$ cat config.mk
export PLATFORM = sky130hd
export DESIGN_NAME = ctrl_pad_sequencer
export DESIGN_NICKNAME = d
export VERILOG_FILES = /design/src/rtl/ctrl_pad_sequencer.sv
export SDC_FILE = /design/constraint.sdc
export NUM_CORES = 1
export LEC_CHECK = 0
export CAP_MARGIN = 20
export CORE_ASPECT_RATIO = 1.75
export CORE_UTILIZATION = 40
export DETAILED_ROUTE_END_ITERATION = 10
export PLACE_DENSITY_LB_ADDON = 0.08
export REMOVE_ABC_BUFFERS = 1
export SLEW_MARGIN = 20
export SYNTH_ARGS = -nofsm -noshare
export SYNTH_HDL_FRONTEND = slang
export SYNTH_SLANG_ARGS = --single-unit
$ cat constraint.sdc
create_clock -name clk -period 5.3 [get_ports clk]
set_input_delay 1.325 -clock clk [delete_from_list [all_inputs] [get_ports clk]]
set_output_delay 1.325 -clock clk [all_outputs]
set_load 0.1 [all_outputs]
$ cat src/rtl/ctrl_pad_sequencer.sv
// ctrl_pad_sequencer
// Drives the valve control / flush pad ring of a microfluidic bank and a set
// of independent peristaltic pumps.
//
// Ports
//   clk, rst        : clock, synchronous active-high reset
//   cmd_valid/ready : valve command handshake (cmd_chan, cmd_open)
//   pump_en/dir/div : per-pump enable and direction, shared step divider
//   pad_ctrl        : valve pressure drive, 1 = closed
//   pad_flush       : flush pad drive, 1 = flushing (at most one bit high)
//   pad_pump        : pump valve drive, pump p at [p*PUMP_PHASES +: PUMP_PHASES]
//   busy            : command FSM not idle
//   err_bad_chan    : sticky, an out-of-range channel was commanded
//   stroke_cnt      : per-pump 16-bit stroke counters
//
// Optional feature macro: PUMP_STROKE_CNT_EN
//   defined   -> stroke_cnt counts index wraps of each pump
//   undefined -> stroke_cnt is tied to zero
module ctrl_pad_sequencer #(
  parameter int N_CTRL       = 13,
  parameter int N_PUMP       = 2,
  parameter int PUMP_PHASES  = 3,
  parameter int DIV_W        = 16,
  parameter int FLUSH_CYCLES = 8,
  localparam int CHAN_W      = (N_CTRL > 1) ? $clog2(N_CTRL) : 1
) (
  input  logic                          clk,
  input  logic                          rst,
  input  logic                          cmd_valid,
  output logic                          cmd_ready,
  input  logic [CHAN_W-1:0]             cmd_chan,
  input  logic                          cmd_open,
  input  logic [N_PUMP-1:0]             pump_en,
  input  logic [N_PUMP-1:0]             pump_dir,
  input  logic [DIV_W-1:0]              pump_div,
  output logic [N_CTRL-1:0]             pad_ctrl,
  output logic [N_CTRL-1:0]             pad_flush,
  output logic [N_PUMP*PUMP_PHASES-1:0] pad_pump,
  output logic                          busy,
  output logic                          err_bad_chan,
  output logic [N_PUMP*16-1:0]          stroke_cnt
);

  localparam int FC_W = (FLUSH_CYCLES > 1) ? $clog2(FLUSH_CYCLES) : 1;
  localparam int PH_W = $clog2(PUMP_PHASES);

  typedef enum logic [1:0] {
    S_IDLE  = 2'd0,
    S_APPLY = 2'd1,
    S_FLUSH = 2'd2
  } state_e;

  // One-hot-low drive pattern: the active phase is open, every other valve closed.
  function automatic logic [PUMP_PHASES-1:0] phase_pattern(input logic [PH_W-1:0] s);
    logic [PUMP_PHASES-1:0] v;
    v    = {PUMP_PHASES{1'b1}};
    v[s] = 1'b0;
    return v;
  endfunction

  state_e            state_q;
  logic [CHAN_W-1:0] chan_q;
  logic              open_q;
  logic [FC_W-1:0]   flush_cnt_q;
  logic [N_CTRL-1:0] pad_ctrl_q;
  logic [N_CTRL-1:0] pad_flush_q;
  logic              cmd_ready_q;
  logic              busy_q;
  logic              err_q;
  logic              bad_chan_s;

  assign bad_chan_s   = (32'(cmd_chan) >= 32'(N_CTRL));
  assign cmd_ready    = cmd_ready_q;
  assign busy         = busy_q;
  assign err_bad_chan = err_q;
  assign pad_ctrl     = pad_ctrl_q;
  assign pad_flush    = pad_flush_q;

  // Command FSM: accept, apply the valve change, then flush after an open->close.
  always_ff @(posedge clk) begin
    if (rst) begin
      state_q     <= S_IDLE;
      chan_q      <= '0;
      open_q      <= 1'b0;
      flush_cnt_q <= '0;
      pad_ctrl_q  <= {N_CTRL{1'b1}};
      pad_flush_q <= '0;
      cmd_ready_q <= 1'b1;
      busy_q      <= 1'b0;
      err_q       <= 1'b0;
    end else begin
      case (state_q)
        S_IDLE: begin
          if (cmd_valid && cmd_ready_q) begin
            if (bad_chan_s) begin
              err_q <= 1'b1;
            end else begin
              chan_q      <= cmd_chan;
              open_q      <= cmd_open;
              state_q     <= S_APPLY;
              cmd_ready_q <= 1'b0;
              busy_q      <= 1'b1;
            end
          end
        end
        S_APPLY: begin
          pad_ctrl_q[chan_q] <= ~open_q;
          // Only a real open->closed transition leaves fluid to flush.
          if (!open_q && !pad_ctrl_q[chan_q]) begin
            state_q             <= S_FLUSH;
            pad_flush_q[chan_q] <= 1'b1;
            flush_cnt_q         <= FC_W'(FLUSH_CYCLES - 1);
          end else begin
            state_q     <= S_IDLE;
            cmd_ready_q <= 1'b1;
            busy_q      <= 1'b0;
          end
        end
        S_FLUSH: begin
          if (flush_cnt_q == '0) begin
            pad_flush_q <= '0;
            state_q     <= S_IDLE;
            cmd_ready_q <= 1'b1;
            busy_q      <= 1'b0;
          end else begin
            flush_cnt_q <= flush_cnt_q - 1'b1;
          end
        end
        default: begin
          pad_flush_q <= '0;
          state_q     <= S_IDLE;
          cmd_ready_q <= 1'b1;
          busy_q      <= 1'b0;
        end
      endcase
    end
  end

  for (genvar p = 0; p < N_PUMP; p++) begin : g_pump
    logic [DIV_W-1:0]       div_cnt_q;
    logic [DIV_W-1:0]       term_q;
    logic [DIV_W-1:0]       term_live_s;
    logic [DIV_W-1:0]       term_eff_s;
    logic [PH_W-1:0]        step_q;
    logic [PH_W-1:0]        step_next_s;
    logic [PUMP_PHASES-1:0] pat_q;
    logic                   wrap_s;

    // Divider terminal count is sampled at the start of each period so a new
    // pump_div only takes effect after the current period wraps.
    always_comb begin
      term_live_s = (pump_div == {DIV_W{1'b0}}) ? {DIV_W{1'b0}} : pump_div - 1'b1;
      term_eff_s  = (div_cnt_q == {DIV_W{1'b0}}) ? term_live_s : term_q;
      wrap_s      = (div_cnt_q == term_eff_s);
      if (pump_dir[p]) begin
        step_next_s = (step_q == {PH_W{1'b0}}) ? PH_W'(PUMP_PHASES - 1) : step_q - 1'b1;
      end else begin
        step_next_s = (step_q == PH_W'(PUMP_PHASES - 1)) ? {PH_W{1'b0}} : step_q + 1'b1;
      end
    end

    // Pump stepper; the pattern shows the index held before the step so the
    // first phase is visible for a full divider period after enable.
    always_ff @(posedge clk) begin
      if (rst || !pump_en[p]) begin
        div_cnt_q <= '0;
        term_q    <= '0;
        step_q    <= '0;
        pat_q     <= {PUMP_PHASES{1'b1}};
      end else begin
        pat_q  <= phase_pattern(step_q);
        term_q <= term_eff_s;
        if (wrap_s) begin
          div_cnt_q <= '0;
          step_q    <= step_next_s;
        end else begin
          div_cnt_q <= div_cnt_q + 1'b1;
        end
      end
    end

    assign pad_pump[p*PUMP_PHASES +: PUMP_PHASES] = pat_q;

`ifdef PUMP_STROKE_CNT_EN
    logic [15:0] stroke_q;
    logic        idx_wrap_s;

    // A stroke completes when the index crosses between the last and first phase.
    always_comb begin
      if (pump_dir[p]) begin
        idx_wrap_s = (step_q == {PH_W{1'b0}});
      end else begin
        idx_wrap_s = (step_q == PH_W'(PUMP_PHASES - 1));
      end
    end

    // Stroke counter, holds while the pump is disabled.
    always_ff @(posedge clk) begin
      if (rst) begin
        stroke_q <= 16'd0;
      end else if (pump_en[p] && wrap_s && idx_wrap_s) begin
        stroke_q <= stroke_q + 16'd1;
      end
    end

    assign stroke_cnt[p*16 +: 16] = stroke_q;
`else
    assign stroke_cnt[p*16 +: 16] = 16'd0;
`endif
  end

endmodule

==> After elaboration in Yosys (flattened, before gate mapping) <==
Index checks and enable logic that the tools add are counted.
{ "totals": {"rom_bits": 0, "mem_bits_rw": 0, "latchBits": 0, "out_inout_bits": 67, "input_bits": 28, "ff_bits": 113, "mem_count": 0, "elab_cells": 116} }
{ "op_classes": {"mul": 0, "eq_ne": 12, "add_sub_neg": 8, "shifts": 0, "n_lt_le_gt_ge": 7, "reduce_logical": 27, "n_div": 0, "mux": 39, "n_bitwise": 6} }
{ "ops": {"columns": ["operator", "n"], "rows": [
  ["16-bit zero test", 3],
  ["16-bit 2-to-1 mux", 3],
  ["13-bit one-hot mux with 3 select lines", 1],
  ["16-bit by 1-bit adder with 16-bit output (second input constant)", 2],
  ["16-bit equality test", 2],
  ["13-bit 2-to-1 mux", 2],
  ["2-bit 2-to-1 mux", 10],
  ["16-bit by 1-bit subtractor with 16-bit output (second input constant)", 1],
  ["3-bit AND reduction", 5],
  ["13-bit bitwise mux", 1],
  ["13-bit bitwise OR", 1],
  ["1-bit 2-to-1 mux", 12],
  ["2-bit inequality test (second input constant)", 6],
  ["2-bit equality test (second input constant)", 3],
  ["2-bit zero test", 3],
  ["2-bit by 3-bit less-than comparator with 1-bit output (second input constant)", 2],
  ["3-bit 2-to-1 mux", 2],
  ["3-bit NOT", 2],
  ["1-bit one-hot mux with 3 select lines", 2],
  ["2-bit one-hot mux with 3 select lines", 1],
  ["3-bit one-hot mux with 2 select lines", 1],
  ["1-bit logical AND", 5],
  ["4-bit by 5-bit less-than comparator with 1-bit output (second input constant)", 1],
  ["2-bit by 1-bit adder with 2-bit output (second input constant)", 2],
  ["16 further kinds", 26]
]} }

==> Longest topological paths before layout <==
Gate-level depths: netlist of run 1.
{ "depth": {"word_depth": 7, "ltp_mapped": 13, "depth_no_buf": 10} }

==> Worst setup path after synthesis of run 1 <==
Ideal clock, no wire load.
{ "synth_path": {"path_type": "input to register", "start": "input port pump_div[0]", "end": "register g_pump[1].div_cnt_q[12]", "required_time_ps": 5185, "slack_ps": 1015, "stages": 12, "setup_ps": 115, "n_path_buf": 2, "arrival_ps": 4170, "cell_sequence": "inv_1 -> ha_1 -> or3b_2 -> clkbuf_1 -> or4_1 -> a211oi_2 -> or3_1 -> nand3_1 -> or4_4 -> o31ai_4 -> buf_4 -> nor2_1"} }
{ "synth_between": {"elab_chain_cells": 5, "word_cells_on_any_way": 6, "classes_between": "add/sub (1); eq/ne (1); mux (2); reduce/logical (2)"} }
{ "synth_rtl": {"columns": ["element", "line", "rtl"], "rows": [
  ["from (decl)", "35", "input logic [DIV_W-1:0] pump_div,"],
  ["16-bit by 1-bit subtractor with 16-bit output / 16-bit zero test (equally long branches)", "152", "term_live_s = (pump_div == {DIV_W{1'b0}}) ? {DIV_W{1'b0}} : pump_div - 1'b1;"],
  ["16-bit 2-to-1 mux (*)", "152", null],
  ["16-bit 2-to-1 mux (*)", "153", "term_eff_s = (div_cnt_q == {DIV_W{1'b0}}) ? term_live_s : term_q;"],
  ["16-bit equality test (*)", "154", "wrap_s = (div_cnt_q == term_eff_s);"],
  ["2-bit OR reduction (no line) (*)", null, null],
  ["to (signal assigned)", "177", "div_cnt_q <= div_cnt_q + 1'b1;"],
  ["to (decl)", "140", "logic [DIV_W-1:0] div_cnt_q;"]
]} }
Mark *: on every way between the ends. The rest lies on a longest branch, timed or not.
A chain may end at the register's enable or synchronous reset.

==> Worst setup path in the final report of run 1 <==
{ "layout_path": {"start": "input port pump_div[1]", "end": "register g_pump[0].div_cnt_q[3]"} }
{ "layout_between": {"elab_chain_cells": 5, "word_cells_on_any_way": 6, "classes_between": "add/sub (1); eq/ne (1); mux (2); reduce/logical (2)"} }
{ "layout_rtl": {"columns": ["element", "line"], "rows": [
  ["16-bit by 1-bit subtractor with 16-bit output / 16-bit zero test (equally long branches)", "152"],
  ["16-bit 2-to-1 mux (*)", "152"],
  ["16-bit 2-to-1 mux (*)", "153"],
  ["16-bit equality test (*)", "154"],
  ["2-bit OR reduction (no line) (*)", null],
  ["to (signal assigned)", "177"],
  ["to (decl)", "140"]
]} }
Marks and branches as above.

==> flow_summary.ini, run 1 <==
[run_status]
run_status = finished, final reports clean

[clock_network]
cts_tree = done
clock_sinks = 113
path_clk_slew_ns = 0.06
cts_hold_buffers = 0
cts_resized = 0
clk_latency_ns = 0.42
cts-buffers-inserted = 17
cts_root_buf = clkbuf_16
clockBufferDepth = 2
h-tree-depth = 4
cts_setup_buffers = 0

[timing]
setup_violations = 0
setup_tns_ns = 0
min_period_over_period = 0.862
period_minus_slack_ns = 4.57
hold_viol_final = 0
whs_ns = 0.470
fmaxAchievable_ghz = 0.219
slew_violations = 0
skew_ns = 0.0101
worstMarginPinSlew_ns = 1.01
rsz0062_at_grt = no
slew_headroom = 0.326

[floorplanning]
ioPinCount = 95
die_h_um = 163
row_count = 58
coreArea_sq_um = 14400
fp.dieArea_sq_um = 15400
fp.dieW_um = 94.2
initial_core_util = 0.412

[worst_setup_path]
path_cells = clkdlybuf4s50_1, inv_1, ha_1, or3b_2, or4_1, a211o_1, and3_1, nor4_1, nand4_1, o21ai_4, nor2_1
crit_path_end_kind = register
criticalPathCategory = in -> reg
setup.worst_path.end = g_pump[0].div_cnt_q[3]$_SDFF_PP0_
required_ns = 5.58
start_kind = input port
r2r-start = g_pump[0].div_cnt_q[6]$_SDFF_PP0_
slowest_stage = or3b_2
r2r-end = g_pump[0].div_cnt_q[3]$_SDFF_PP0_
rrSetupSlack_ns = 1.59
startpoint = pump_div[1]
critical-path-max-stage-delay_ns = 0.62
path_max_fanout = 16
reg2regPathDepth = 9
cp.arrival_ns = 4.85

[grt]
grt_pass1_vias = 4996
grt-ovfl-total = 0
grt_max_degree = 32
grt_usage = 0.211
grt_pass1_wl_um = 24800
antenna_found_initial = 0

[synth]
yosys.cell_count.top_type = dfxtp_1
yosysTopAreaCell = dfxtp_1
postSynth.asyncResetShare = 0
synth_ff_type = dfxtp_1
synthCells = 695
synth_seq_cells = 113
synth-warning-count = 0
yosysTopAreaCellShare = 0.380
syn_avg_cell_area_sq_um = 8.57
yosysSeqAreaShare = 0.380
yosys-top-cells-area = dfxtp_1, nor2_1, ha_1, buf_4, xor2_1
synth_area_sq_um = 5950
synth_common_cells = dfxtp_1, nor2_1, nand2_1
yosysUniqueCellTypes = 62
synth_edf_count = 0

[placed_design]
placed_cells = 914
gp_congestion = 0.887
io_buffers = 62
hpwl_um = 11800

[power]
vdd_drop_max_uv = 163
p_leak_nw = 2.77
powerDensity_nw_per_um2 = 331
p_total_mw = 2.39

[route]
drcViolationCount = 0
firstDrtPassIters = 5
via_count = 5052
post_drt_wl_per_cell_um = 16.2
drtIter0Drc = 181
viasPerCell = 5.34
detail-route-antenna-nets = 0
routed_wirelength_um = 15300

[final_layout]
drive_gt1_frac = 0.0849
diodes = 0
syn_to_final_growth_pct = 21.5
final_util = 0.501
final_nets = 801
final_cells = 946

[flow_run]
maxCapViolations = 0

[hold_path]
min_path_type = reg -> reg
==> layout make-up <==
cell class                 instances  area (sq um)
clock buffer                      17           425
clock inverter                    15           173
fill                            1421          7210
inverter                          23          86.3
multi-input combinational        521          3310
sequential                       113          2260
tap                              180           225
timing repair buffer              77           746
==> registers in the layout, indices dropped and copies added (netlist names) <==
name / flops
g_pump.div_cnt_q: 32
g_pump.term_q: 32
pad_ctrl: 13
pad_flush: 13
g_pump.pat_q: 6
chan_q: 4
g_pump.step_q: 4
flush_cnt_q: 3
state_q: 2
busy: 1
cmd_ready: 1
err_bad_chan: 1
open_q: 1
==> report_power, final <==
group	total, mW	switching, mW	internal, mW	leakage, nW
clock network	1.16	0.451	0.705	0.284
logic	0.345	0.251	0.0948	1.57
registers	0.889	0.0181	0.871	0.918
==> critical path: cells and delay by family <==
family | cells | cell delay (ns)
buffers and inverters | 2 | 0.60
adders and majority gates | 1 | 0.22
and+or+nand+nor | 6 | 1.88
AOI/OAI and AO/OA | 2 | 0.82
==> placed cells by master, fill, tap and decap left out, types with 5 or more instances in the layout <==
master and instances:
dfxtp_1 113, nor2_1 102, clkdlybuf4s50_1 62, nand2_1 45
conb_1 32, a21oi_1 31, xor2_1 27, xnor2_1 25
inv_1 23, nor3_1 20, ha_1 20, nand3_1 17
clkbuf_16 17, a211o_1 16, nand4_1 15, buf_4 14
and3_1 13, a31oi_1 13, nor2b_1 13, nor4_1 11
mux2i_1 11, and2_1 10, o21ai_0 8, o21a_1 7
a211oi_1 7, o211ai_1 6, inv_6 6, or4_1 5
a22oi_1 5, or3_1 5, a41oi_1 5
==> through the flow <==
| step | worst slack [ns] | cell area [sq um] |
|---|---|---|
| after floorplan | 1.05 | 5660 |
| after global placement | 0.344 | 6630 |
| after detailed placement | 0.322 | 6630 |
| after CTS | 0.737 | 7230 |
| after global routing | 0.492 | 7230 |
| final | 0.732 | 7230 |
==> cell families (layout without fill, tap and decap cells) <==
family / count (synthesis) / after routing / share of synthesized area
AND/OR/NAND/NOR: 278 / 278 / 0.232
AO/OA/AOI/OAI: 124 / 124 / 0.152
flip-flops: 113 / 113 / 0.380
buffers and inverters: 92 / 132 / 0.0830
XOR/XNOR: 52 / 52 / 0.0765
adder cells (fa/ha/maj): 20 / 20 / 0.0420
multiplexers: 15 / 15 / 0.0336
other: 1 / 32 / 0.000630
==> worst min path at each step <==
stage	from	cells past startpoint	endpoint	slack, ns
after global routing	g_pump[0].term_q[2]$_SDFF_PP0_	2	g_pump[0].term_q[2]$_SDFF_PP0_	0.49
after CTS	g_pump[1].term_q[6]$_SDFF_PP0_	2	g_pump[1].term_q[6]$_SDFF_PP0_	0.47
after detailed placement	g_pump[1].term_q[6]$_SDFF_PP0_	2	g_pump[1].term_q[6]$_SDFF_PP0_	0.46
final	g_pump[1].term_q[6]$_SDFF_PP0_	2	g_pump[1].term_q[6]$_SDFF_PP0_	0.47
after global placement	g_pump[0].div_cnt_q[0]$_SDFF_PP0_	1	g_pump[0].div_cnt_q[0]$_SDFF_PP0_	0.45
after floorplan	g_pump[0].div_cnt_q[0]$_SDFF_PP0_	1	g_pump[0].div_cnt_q[0]$_SDFF_PP0_	0.44
==> routing by layer <==
| layer | track usage | routed length, um |
|---|---|---|
| met5 | 0 | 0 |
| met1 | 0.194 | 5490 |
| met4 | 0.103 | 454 |
| met2 | 0.419 | 8950 |
| met3 | 0.0442 | 405 |
Power figures use the tool's default switching activity.
==> run 2: changes to the inputs <==
--- a/config.mk
+++ b/config.mk
@@ -9,6 +9,8 @@
 export CORE_ASPECT_RATIO = 1.75
 export CORE_UTILIZATION = 40
 export DETAILED_ROUTE_END_ITERATION = 10
+export GPL_ROUTABILITY_DRIVEN = 0
+export HOLD_SLACK_MARGIN = 0.06
 export PLACE_DENSITY_LB_ADDON = 0.08
 export REMOVE_ABC_BUFFERS = 1
 export SLEW_MARGIN = 20
==> results of run 2 <==
No change in the layout: final DEF, timing and power equal those of run 1.
==> run 3: changes to the inputs <==
--- a/config.mk
+++ b/config.mk
@@ -5,7 +5,7 @@
 export SDC_FILE = /design/constraint.sdc
 export NUM_CORES = 1
 export LEC_CHECK = 0
-export CAP_MARGIN = 20
+export CAP_MARGIN = 10
 export CORE_ASPECT_RATIO = 1.75
 export CORE_UTILIZATION = 40
 export DETAILED_ROUTE_END_ITERATION = 10
==> results of run 3 <==
No change in the layout: final DEF, timing and power equal those of run 1.
